### config.mk
export PLATFORM = sky130hd
export DESIGN_NAME = ide_buffer_ctrl_flat
export DESIGN_NICKNAME = d
export VERILOG_FILES = /design/src/rtl/ide_pkg.sv /design/src/rtl/ide_buffer_ctrl_if.sv /design/src/rtl/ide_buffer_port_mux.sv /design/src/rtl/ide_buffer_ctrl.sv /design/src/flat_wrapper.sv
export SDC_FILE = /design/constraint.sdc
export NUM_CORES = 1
export LEC_CHECK = 0
export CAP_MARGIN = 5
export CORE_ASPECT_RATIO = 1.75
export CORE_UTILIZATION = 60
export DETAILED_ROUTE_END_ITERATION = 6
export DONT_BUFFER_PORTS = 1
export PLACE_DENSITY = 0.76
export SETUP_SLACK_MARGIN = 0.5
export SYNTH_ARGS = -nofsm -noshare
export SYNTH_HDL_FRONTEND = slang
export SYNTH_SLANG_ARGS = --single-unit
### constraint.sdc
create_clock -name clk -period 5.7 [get_ports clk]
set_clock_uncertainty 0.05 [all_clocks]
set_input_delay 1.425 -clock clk [delete_from_list [all_inputs] [get_ports clk]]
set_output_delay 1.425 -clock clk [all_outputs]
set_load 0.02 [all_outputs]
### src/rtl/ide_pkg.sv
// Shared types and constants for the IDE sector-buffer burst controller.
package ide_pkg;
    typedef logic [1:0] state_t;
    localparam state_t IDLE  = 2'd0;
    localparam state_t PRIME = 2'd1;
    localparam state_t XFER  = 2'd2;

    localparam logic DIR_TO_HOST   = 1'b0;
    localparam logic DIR_FROM_HOST = 1'b1;

    localparam int BUF_WORDS = 512;
endpackage

### src/rtl/ide_buffer_ctrl_if.sv
// Buffer RAM port bundle: one read address and one byte-enabled write port.
interface ide_buffer_ctrl_if #(parameter int ADDR_W = 9);
    logic [ADDR_W-1:0] buf_read_addr;
    logic [ADDR_W-1:0] buf_write_addr;
    logic [15:0]       buf_write_data;
    logic              buf_write_hi;
    logic              buf_write_lo;

    modport master (output buf_read_addr, buf_write_addr, buf_write_data, buf_write_hi, buf_write_lo);
    modport slave  (input  buf_read_addr, buf_write_addr, buf_write_data, buf_write_hi, buf_write_lo);
endinterface

### src/rtl/ide_buffer_port_mux.sv
// Steers the buffer read/write ports between the CPU and the active transfer.
module ide_buffer_port_mux
    import ide_pkg::*;
#(
    parameter int ADDR_W = 9
) (
    input  logic              busy,
    input  logic              dir,
    input  logic [ADDR_W-1:0] ptr,
    input  logic [ADDR_W-1:0] cpu_buf_addr,
    input  logic [15:0]       cpu_buf_wdata,
    input  logic              cpu_buf_we_hi,
    input  logic              cpu_buf_we_lo,
    input  logic              host_write,
    input  logic [15:0]       ide_wdata,
    ide_buffer_ctrl_if.master bus,
    output logic              cpu_conflict
);
    // ptr is held at zero through PRIME, so the read side needs no PRIME case.
    always_comb begin
        bus.buf_read_addr  = busy ? ptr : cpu_buf_addr;
        bus.buf_write_addr = cpu_buf_addr;
        bus.buf_write_data = cpu_buf_wdata;
        bus.buf_write_hi   = cpu_buf_we_hi;
        bus.buf_write_lo   = cpu_buf_we_lo;
        if (busy) begin
            bus.buf_write_addr = ptr;
            bus.buf_write_data = ide_wdata;
            bus.buf_write_hi   = (dir == DIR_FROM_HOST) && host_write;
            bus.buf_write_lo   = (dir == DIR_FROM_HOST) && host_write;
        end
        cpu_conflict = busy && (cpu_buf_we_hi || cpu_buf_we_lo);
    end
endmodule

### src/rtl/ide_buffer_ctrl.sv
// PIO data-phase sequencer: owns the FSM, word pointer and count for one burst.
module ide_buffer_ctrl
    import ide_pkg::*;
#(
    parameter int ADDR_W = 9,
    parameter int LEN_W  = 10
) (
    input  logic              clk,
    input  logic              rst,
    input  logic              cpu_start,
    input  logic              cpu_dir,
    input  logic [LEN_W-1:0]  cpu_len,
    input  logic              cpu_abort,
    input  logic [ADDR_W-1:0] cpu_buf_addr,
    input  logic [15:0]       cpu_buf_wdata,
    input  logic              cpu_buf_we_hi,
    input  logic              cpu_buf_we_lo,
    input  logic              ide_rd_stb,
    input  logic              ide_wr_stb,
    input  logic [15:0]       ide_wdata,
    ide_buffer_ctrl_if.master bus,
    output logic              busy,
    output logic              drq,
    output logic [LEN_W-1:0]  xfer_count,
    output logic              done,
    output logic              aborted,
    output logic              cpu_conflict
);
    state_t            state;
    logic              dir;
    logic [LEN_W-1:0]  len;
    logic [ADDR_W-1:0] ptr;
    logic              rd_hit, wr_hit, stb_hit, last_word;

    assign busy      = (state != IDLE);
    assign drq       = (state == XFER);
    assign rd_hit    = drq && (dir == DIR_TO_HOST)   && ide_rd_stb;
    assign wr_hit    = drq && (dir == DIR_FROM_HOST) && ide_wr_stb;
    assign stb_hit   = rd_hit || wr_hit;
    assign last_word = (xfer_count + LEN_W'(1)) == len;

    always_ff @(posedge clk or negedge rst) begin
        if (!rst) begin
            state      <= IDLE;
            dir        <= DIR_TO_HOST;
            len        <= '0;
            ptr        <= '0;
            xfer_count <= '0;
            done       <= 1'b0;
            aborted    <= 1'b0;
        end else begin
            done    <= 1'b0;
            aborted <= 1'b0;
            case (state)
                IDLE: if (cpu_start && !cpu_abort) begin
                    dir        <= cpu_dir;
                    len        <= (cpu_len == '0) ? LEN_W'(BUF_WORDS) : cpu_len;
                    ptr        <= '0;
                    xfer_count <= '0;
                    state      <= (cpu_dir == DIR_FROM_HOST) ? XFER : PRIME;
                end
                PRIME: begin
                    state <= cpu_abort ? IDLE : XFER;
                    if (cpu_abort) aborted <= 1'b1;
                end
                XFER: begin
                    // A strobe coinciding with abort is still counted.
                    if (stb_hit) begin
                        ptr        <= ptr + ADDR_W'(1);
                        xfer_count <= xfer_count + LEN_W'(1);
                    end
                    if (cpu_abort) begin
                        state   <= IDLE;
                        aborted <= 1'b1;
                    end else if (stb_hit && last_word) begin
                        state <= IDLE;
                        done  <= 1'b1;
                    end
                end
                default: state <= IDLE;
            endcase
        end
    end

    ide_buffer_port_mux #(.ADDR_W(ADDR_W)) u_mux (
        .busy          (busy),
        .dir           (dir),
        .ptr           (ptr),
        .cpu_buf_addr  (cpu_buf_addr),
        .cpu_buf_wdata (cpu_buf_wdata),
        .cpu_buf_we_hi (cpu_buf_we_hi),
        .cpu_buf_we_lo (cpu_buf_we_lo),
        .host_write    (wr_hit),
        .ide_wdata     (ide_wdata),
        .bus           (bus),
        .cpu_conflict  (cpu_conflict)
    );
endmodule

### src/flat_wrapper.sv
// flat-port wrapper written by rule: the top's interface ports become plain ports
module ide_buffer_ctrl_flat import ide_pkg::*;
#(
    parameter int ADDR_W = 9,
    parameter int LEN_W  = 10
)
  (clk, rst, cpu_start, cpu_dir, cpu_len, cpu_abort, cpu_buf_addr, cpu_buf_wdata, cpu_buf_we_hi, cpu_buf_we_lo, ide_rd_stb, ide_wr_stb, ide_wdata, busy, drq, xfer_count, done, aborted, cpu_conflict, bus_buf_read_addr, bus_buf_write_addr, bus_buf_write_data, bus_buf_write_hi, bus_buf_write_lo);
  ide_buffer_ctrl_if #(.ADDR_W(ADDR_W)) bus_i ();
  input  logic clk;
  input  logic rst;
  input  logic cpu_start;
  input  logic cpu_dir;
  input  logic [LEN_W-1:0] cpu_len;
  input  logic cpu_abort;
  input  logic [ADDR_W-1:0] cpu_buf_addr;
  input  logic [15:0] cpu_buf_wdata;
  input  logic cpu_buf_we_hi;
  input  logic cpu_buf_we_lo;
  input  logic ide_rd_stb;
  input  logic ide_wr_stb;
  input  logic [15:0] ide_wdata;
  output logic busy;
  output logic drq;
  output logic [LEN_W-1:0] xfer_count;
  output logic done;
  output logic aborted;
  output logic cpu_conflict;
  output wire logic [$bits(bus_i.buf_read_addr)-1:0] bus_buf_read_addr;
  output wire logic [$bits(bus_i.buf_write_addr)-1:0] bus_buf_write_addr;
  output wire logic [$bits(bus_i.buf_write_data)-1:0] bus_buf_write_data;
  output wire logic [$bits(bus_i.buf_write_hi)-1:0] bus_buf_write_hi;
  output wire logic [$bits(bus_i.buf_write_lo)-1:0] bus_buf_write_lo;
  assign bus_buf_read_addr = bus_i.buf_read_addr;
  assign bus_buf_write_addr = bus_i.buf_write_addr;
  assign bus_buf_write_data = bus_i.buf_write_data;
  assign bus_buf_write_hi = bus_i.buf_write_hi;
  assign bus_buf_write_lo = bus_i.buf_write_lo;
  ide_buffer_ctrl #(.ADDR_W(ADDR_W), .LEN_W(LEN_W)) u_core (.clk(clk), .rst(rst), .cpu_start(cpu_start), .cpu_dir(cpu_dir), .cpu_len(cpu_len), .cpu_abort(cpu_abort), .cpu_buf_addr(cpu_buf_addr), .cpu_buf_wdata(cpu_buf_wdata), .cpu_buf_we_hi(cpu_buf_we_hi), .cpu_buf_we_lo(cpu_buf_we_lo), .ide_rd_stb(ide_rd_stb), .ide_wr_stb(ide_wr_stb), .ide_wdata(ide_wdata), .bus(bus_i), .busy(busy), .drq(drq), .xfer_count(xfer_count), .done(done), .aborted(aborted), .cpu_conflict(cpu_conflict));
endmodule
==> results.toml, run 1 <==
[outcome]
status = "completed"

[routing]
drc = 0
totalWireLength_um = 5164
antenna_left = 0
highest_layer = "met4"
first_iter_violations = 33
vias = 1806
first_pass_iters = 4
wl_met1_um = 1834
wl_per_cell_um = 17.99
met3_length_um = 275
vias_per_cell = 6.293
met2_length_um = 2887

[placed_design]
io_buffers = 0
placed_cells = 279
dp_hpwl_um = 3896
globalplace.congestion = 0.8579
placed_cell_area_um2 = 2377

[final_layout]
fin_util_pct = 63.43
nets = 303
antenna-diode-count = 0
postLayoutCellArea_um2 = 2476
fin_cells = 287
syn_to_final_growth_pct = 0.7123
drive_gt1_share_pct = 23.43

[yosys]
ys_seq_elements = 34
synth.avg_cell_area_um2 = 9.718
synth_edf_count = 0
ys_warn_count = 0
ys_seq_area_share_pct = 34.61
synthArstFlopShare_pct = 100.0
postSynthCellCount = 253
synth-main-ff-cell = "dfrtp_1"
syn_area_um2 = 2459
synthDistinctLibCells = 51
synth_fp_nets = 318

[clocking]
cts.repair.resized = 0
tritoncts = "done"
cts.sinks = 34
clockBufferDepth = 2
cts_buffers = 5
ctsHoldBuffers = 0
cts_setup_buffers = 0
h-tree-depth = 2
path_clk_slew_ps = 80
clkLatencyLatePin_ps = 290
cts-root-buf = "clkbuf_8"

[setup_path]
cp_top_family = "adder cells"
critical_path_class = "reg2out"
worstPathRequired_ps = 4220
worst-path-max-fanout = 20
path_buf_inv = 1
max_stage_delay_ps = 780
cpMaxStageDelayCell = "ha_1"
worstSetupEndpointType = "output port"
cp.arrival_ps = 2050
worstSetupStartpointType = "flip-flop"
worstPathCellList = "inv_1, ha_1, nand4_1, nand2_1"

[timing]
hold_viol = 0
setup_viol = 0
slew_headroom_pct = 38.10
maxSlewViolCount = 0
fin_crit_ps = 3527
rsz0062_at_grt = "no"
fin_crit_sh_pct = 61.88
tightest_slew_ps = 928.5
hold_ws_ps = 456.6
setup_tns_ps = 0
fmax_mhz = 283.5

[floorplanning]
core_um2 = 3904
start_util_pct = 62.98
ios = 111
fp.dieW_um = 50.39
die_area_um2 = 4368
die_h_um = 86.68
rows = 30

[global_route]
track_usage_pct = 24.73
grt_pass1_vias = 1711
antenna_found_initial = 0
grt_start_max_net_pins = 35
overflow = 0
grt_pass1_wl_um = 7990

[min_path]
hp-class = "reg2reg"

[pwr]
p_leak_nw = 1.072
irDropWorstVdd_v = 0.0003667
power.density_nw_per_um2 = 515.3

[flow_run]
cap_viol_max_count = 0
stage by stage:
step           total power, mW  worst slack [ps]
6_report                 1.276              2173
5_1_grt                  1.351              2006
4_1_cts                  1.288              2150
3_5_place_dp             1.092              2434
3_3_place_gp             1.081              2435
2_1_floorplan            1.033              2312
area by class of cell:
cell class	count	area, um2
Multi-Input combinational cell	190	1433
Fill cell	345	1428
Sequential cell	34	850.8
Clock buffer	6	82.58
Tap cell	48	60.06
Inverter	5	18.77
Clock inverter	2	16.27
Timing Repair Buffer	2	15.01
cell families (layout without fill, tap and decap cells):
| logic type | after synthesis | in the layout | synth area share [%] |
|---|---|---|---|
| simple gates | 95 | 95 | 22.04 |
| mux | 37 | 37 | 16.84 |
| compound gates | 36 | 36 | 10.48 |
| flops | 34 | 34 | 34.61 |
| buf+inv | 29 | 15 | 7.124 |
| xor+xnor | 17 | 17 | 6.362 |
| fa+ha+maj | 5 | 5 | 2.545 |
power breakdown:
group / switching [mW] / internal, mW / leakage (nW)
clock: 0.0925 / 0.0994 / 0.0478
combinational: 0.452 / 0.245 / 0.579
sequential: 0.0809 / 0.307 / 0.446
total: 0.625 / 0.651 / 1.07
worst min-delay path: stages, from the launching register on:
cell and delay (ps):
dfrtp_1 360, nand2_1 50, o21ai_0 60
state kept, by name, summed over array words and instances (netlist names):
register and cells:
u_core.dir 1, u_core.done 1, u_core.xfer_count 10, u_core.state 2, u_core.ptr 9, u_core.aborted 1, u_core.len 10
cells in the final DEF (no fill, tap or decap), types with 2 or more instances in the layout:
cell type / count
a211oi_1: 2
a21o_1: 2
a21oi_1: 3
a22o_1: 3
a311oi_1: 2
and2_1: 3
and3_1: 3
buf_4: 2
clkbuf_8: 6
dfrtp_1: 34
ha_1: 5
inv_1: 5
mux2_2: 35
mux2i_1: 2
nand2_1: 29
nand2b_1: 6
nand3_1: 7
nand4_1: 6
nor2_1: 14
nor2b_1: 2
nor3_1: 7
nor4_1: 5
nor4_4: 2
o211a_1: 2
o21ai_0: 10
o31ai_1: 4
xnor2_1: 8
xor2_1: 8
cell usage after synthesis (4+ instances only):
master	n	area share, %
nand2b_1	6	1.5
inv_1	5	0.76
o31ai_1	4	1.2
clkbuf_1	6	0.92
nand3_1	7	1.4
mux2_2	35	16
nand4_1	6	1.5
nor4_1	5	1.3
xor2_1	8	2.8
xnor2_1	8	2.8
ha_1	5	2.5
buf_4	13	4.0
dfrtp_1	34	35
o21ai_0	10	2.0
nor3_1	7	1.4
nand2_1	29	4.4
nor2_1	14	2.1
layer usage:
metal | global-route usage [%] | vias to the layer above
li1 | - | 867
met1 | 25.65 | 857
met2 | 44.61 | 72
met3 | 5.439 | 10
met4 | 13.89 | 0
met5 | 0 | -
worst paths after layout:
path	startpoint	to	slack, ps	cells past startpoint
worst max register to register	u_core.xfer_count[0]	u_core.state[0]	3110	7
max in group asynchronous	rst	u_core.len[6]	4740	0
worst min-delay path	u_core.len[9]	u_core.len[9]	460	2
worst max-delay path	u_core.state[0]	bus_buf_write_hi	2170	4
min in group asynchronous	rst	u_core.ptr[2]	780	0
worst min register to register	u_core.len[9]	u_core.len[9]	460	2
Power figures use the tool's default switching activity.
==> run 2, diff against run 1 <==
Clock period 5.7 ns to 3.4 ns, I/O delays scaled along.
==> results.toml, run 2 (synthesis results as in run 1) <==
[placed_design]
dp_hpwl_um = 4086
globalplace.congestion = 0.8917
io_buffers = 0
dp_slack_ps = 843.7
placed_cells = 282

[pwr]
irDropWorstVdd_v = 0.0005084
p_leak_nw = 1.084
power.density_nw_per_um2 = 870.1

[floorplanning]
start_util_pct = 62.98
fp.dieW_um = 50.39
ios = 111
die_h_um = 86.68
die_area_um2 = 4368
rows = 30
core_um2 = 3904

[timing]
fin_crit_sh_pct = 78.15
rsz0062_at_grt = "no"
setup_viol = 0
setup_tns_ps = 0
slew_headroom_pct = 60.15
fmax_mhz = 376.4
tightest_slew_ps = 591.5
fin_crit_ps = 2657
fin_ws_ps = 743.0
hold_viol = 0
maxSlewViolCount = 0

[outcome]
status = "completed"

[routing]
wl_per_cell_um = 18.09
first_pass_iters = 4
drc = 0
antenna_left = 0
first_iter_violations = 41
vias = 1849
vias_per_cell = 6.376
totalWireLength_um = 5245

[clocking]
ctsHoldBuffers = 0
clockBufferDepth = 2
tritoncts = "done"
cts.sinks = 34
clkLatencyLatePin_ps = 300
cts-root-buf = "clkbuf_8"
h-tree-depth = 2
cts.repair.resized = 0
cts_buffers = 5
path_clk_slew_ps = 80
cts_setup_buffers = 0

[setup_path]
critical_path_class = "reg2out"
max_stage_delay_ps = 400
worst-path-max-fanout = 15
cp.arrival_ps = 1760
rr_worst_depth = 7
cpMostUsedCell = "inv_1"
worstPathRequired_ps = 2500
worstPathCellList = "inv_1, ha_1, buf_4, inv_1, nand4_1, nand2_1"
cpMaxStageDelayCell = "dfrtp_1"
worstSetupEndpointType = "output port"
reg2reg_from = "u_core.xfer_count[0]"
reg2reg_to = "u_core.state[0]"
rrSetupSlack_ps = 840
worstSetupStartpointType = "flip-flop"

[final_layout]
nets = 306
fillers = 317
fin_util_pct = 63.78
final_cell_mix = "mux2_2, dfrtp_1, nand2_1"
antenna-diode-count = 0
reg_top3 = "u_core.len: 10 flops, u_core.xfer_count: 10 flops, u_core.ptr: 9 flops"
syn_to_final_growth_pct = 1.272
final_common_cell = "mux2_2"
fin_cells = 290
drive_gt1_share_pct = 24.38

[flow_run]
cap_viol_max_count = 0

[global_route]
antenna_found_initial = 0
grt_pass1_vias = 1673
grt_start_max_net_pins = 35
overflow = 0
grt_pass1_wl_um = 8217
track_usage_pct = 25.62

[min_path]
hp-class = "in2async"
==> run 2: changes by cell type in the layout (fill, tap and decap cells not counted) <==
| cell | change |
|---|---|
| buf_4 | +3 |
| clkbuf_8 | -1 |
| clkinv_2 | +1 |
| clkinv_4 | +1 |
| inv_6 | -1 |
==> run 2: area by class of cell <==
class	instances	area, um2	share of cell area (%)
multi-input cells	190	1433	57.54
flip-flops and latches	34	850.8	34.17
clock buffers	5	68.82	2.764
well taps	48	60.06	2.412
repair buffers	5	37.54	1.508
clock inverters	3	21.27	0.8543
inverters	5	18.77	0.7538
==> run 2: power by group <==
group	switching, mW	leakage [nW]	internal (mW)
sequential	0.137	0.446	0.514
combinational	0.773	0.593	0.437
clock	0.162	0.0441	0.144
total	1.07	1.08	1.09
==> run 2: per-layer routing <==
layer	vias up	global-route usage [%]	routed length (um)
met5	-	0	0
met4	0	13.64	146
met3	14	5.789	296
met2	81	44.73	2868
met1	880	28.17	1934
li1	874	-	-
==> run 2: worst max-delay path by stage <==
stage                              start                     to  slack (ps)  cells past startpoint
floorplan                u_core.state[0]  bus_buf_write_addr[0]         810                      6
global placement    u_core.xfer_count[0]        u_core.state[0]         940                      7
detailed placement  u_core.xfer_count[0]        u_core.state[0]         840                      7
CTS                      u_core.state[0]       bus_buf_write_hi         740                      6
global route             u_core.state[0]       bus_buf_write_lo         640                      5
finish                   u_core.state[0]       bus_buf_write_hi         740                      6
==> run 2: metrics by stage <==
stage	power [mW]	instance area (um2)	hold WS, ps
5_1_grt	2.301	2490	180.4
4_1_cts	2.177	2490	181.9
2_1_floorplan	1.732	2459	418.9
6_report	2.166	2490	188.4
3_5_place_dp	1.871	2400	460.7
3_3_place_gp	1.849	2400	452.9
==> run 2: critical path: cells and delay by family (launching register included) <==
family,cells,cell delay [ps]
flip-flops,1,400
buffers and inverters,3,500
AND/OR/NAND/NOR,2,340
adder cells (fa/ha/maj),1,210
==> run 3, diff against run 2 <==
Settings changed: CORE_UTILIZATION 60 to 58.
Clock period 3.4 ns to 2.4 ns, I/O delays scaled along.
==> results.toml, run 3 (synthesis results as in run 1) <==
[clocking]
path_clk_slew_ps = 70
cts.sinks = 34
cts_buffers = 5
tritoncts = "done"
clockBufferDepth = 2
clkLatencyLatePin_ps = 290
cts-root-buf = "clkbuf_8"
h-tree-depth = 2

[final_layout]
fillers = 280
postLayoutCellArea_um2 = 3156
antenna-diode-count = 0
fin_cells = 323
reg_top3 = "u_core.len: 10 flops, u_core.xfer_count: 10 flops, u_core.ptr: 9 flops"
drive_gt1_share_pct = 44.16
final_common_cell = "dfrtp_1"
register_area_um2 = 855.8
syn_to_final_growth_pct = 28.35
multi_input_area_um2 = 1720
final_cell_mix = "dfrtp_1, nand2_1, buf_4"
nets = 338
fin_util_pct = 76.75

[placed_design]
dp_hpwl_um = 4162
placed_cell_area_um2 = 2584
placed_cells = 295
dp_slack_ps = 206.5
io_buffers = 0
globalplace.congestion = 0.8518

[global_route]
grt_start_max_net_pins = 35
grt_pass1_vias = 1975
grt_pass1_wl_um = 8976
track_usage_pct = 27.18
overflow = 0
antenna_found_initial = 0

[routing]
vias_per_cell = 6.390
first_pass_iters = 4
first_iter_violations = 53
totalWireLength_um = 6361
drc = 0
vias = 2064
antenna_left = 0
wl_per_cell_um = 19.69

[pwr]
p_clk_share_pct = 12.7
power_switching_mw = 1.845
irDropWorstVdd_v = 0.0007679
internal-power_mw = 2.335
p_leak_nw = 1.424
power.density_nw_per_um2 = 1324
fin_total_pwr_mw = 4.179
pwr-share-comb_pct = 64.6
p_sw_share_pct = 44.14
seqPwrFrac_pct = 22.8

[timing]
fin_crit_ps = 2265
hold_ws_ps = 82.41
fin_ws_ps = 135.5
tightest_slew_ps = 466.7
fin_crit_sh_pct = 94.36
slew_headroom_pct = 68.08
hold_viol = 0
maxSlewViolCount = 0
fmax_mhz = 441.6
setup_viol = 0
rsz0062_at_grt = "yes"
setup_tns_ps = 0

[flow_run]
cap_viol_max_count = 0

[floorplanning]
ios = 111
rows = 31
die_h_um = 88.13
fp.dieW_um = 51.22
start_util_pct = 59.80
core_um2 = 4111
die_area_um2 = 4514

[setup_path]
worstPathCellList = "ha_4, buf_4, xor2_2, nor2_1, o21ai_2, buf_6, nor4_4, a311oi_2, a211o_1"
worstSetupStartpointType = "flip-flop"
worst-path-max-fanout = 8
worstSetupEndpointType = "flip-flop"
cp.arrival_ps = 2400
max_stage_delay_ps = 520
cpMaxStageDelayCell = "dfrtp_2"
critical_path_class = "reg2reg"
worstPathRequired_ps = 2540

[min_path]
hp-class = "in2async"

[outcome]
status = "completed"
-- run 3: changes by cell type in the layout (fill, tap and decap cells not counted), sizes merged --
cell,delta
clkbuf,+2
clkinv,-2
clkinvlp,+1
bufinv,+1
buf,+30
-- run 3: cell type report --
type / count / share of cell area [%]
multi-input cells: 190 / 54.52
flip-flops and latches: 34 / 27.12
repair buffers: 37 / 11.97
clock buffers: 5 / 2.181
well taps: 49 / 1.943
clock inverters: 3 / 1.427
inverters: 5 / 0.8327
-- run 3: power by group through the flow --
stage | clock (mW) | combinational, mW | sequential, mW
final | 0.529 | 2.70 | 0.951
after global routing | 0.559 | 2.86 | 0.966
after CTS | 0.539 | 2.38 | 0.940
after detailed placement | 0 | 1.92 | 0.955
after global placement | 0 | 1.90 | 0.944
after floorplan | 0 | 1.83 | 0.896
-- run 3: timing repair --
action                     in CTS  in global routing
hold buffers                    1                  0
pin swaps                      16                 13
cloned                          2                  2
hold endpoints to repair       34                  0
resized for setup              35                 24
setup endpoints to repair      67                 68
setup buffers                  12                  3
-- run 3: layer usage --
layer | track usage, % | wire length [um] | up-vias
met2 | 50.96 | 3677 | 93
met3 | 5.729 | 361 | 13
met4 | 13.76 | 104 | 0
met5 | 0 | 0 | -
met1 | 27.43 | 2217 | 1014
li1 | - | - | 944
-- run 3: critical path, delay by kind of cell, from the launching register on --
family / cells / cell delay [ps]
DFF: 1 / 520
buffers and inverters: 2 / 260
and+or+nand+nor: 2 / 480
adders and majority gates: 1 / 220
AOI/OAI and AO/OA: 3 / 460
xor gates and xnor gates: 1 / 170
-- run 3: final timing paths --
check	startpoint	endpoint	slack [ps]	cells past startpoint
worst max register to register	u_core.xfer_count[0]	u_core.state[0]	140	9
worst min register to register	u_core.len[9]	u_core.len[9]	460	2
min in group clk	cpu_len[3]	u_core.len[3]	400	1
worst min-delay path	rst	u_core.len[8]	80	1
worst max-delay path	u_core.xfer_count[0]	u_core.state[0]	140	9
max in group asynchronous	rst	u_core.xfer_count[0]	2030	1
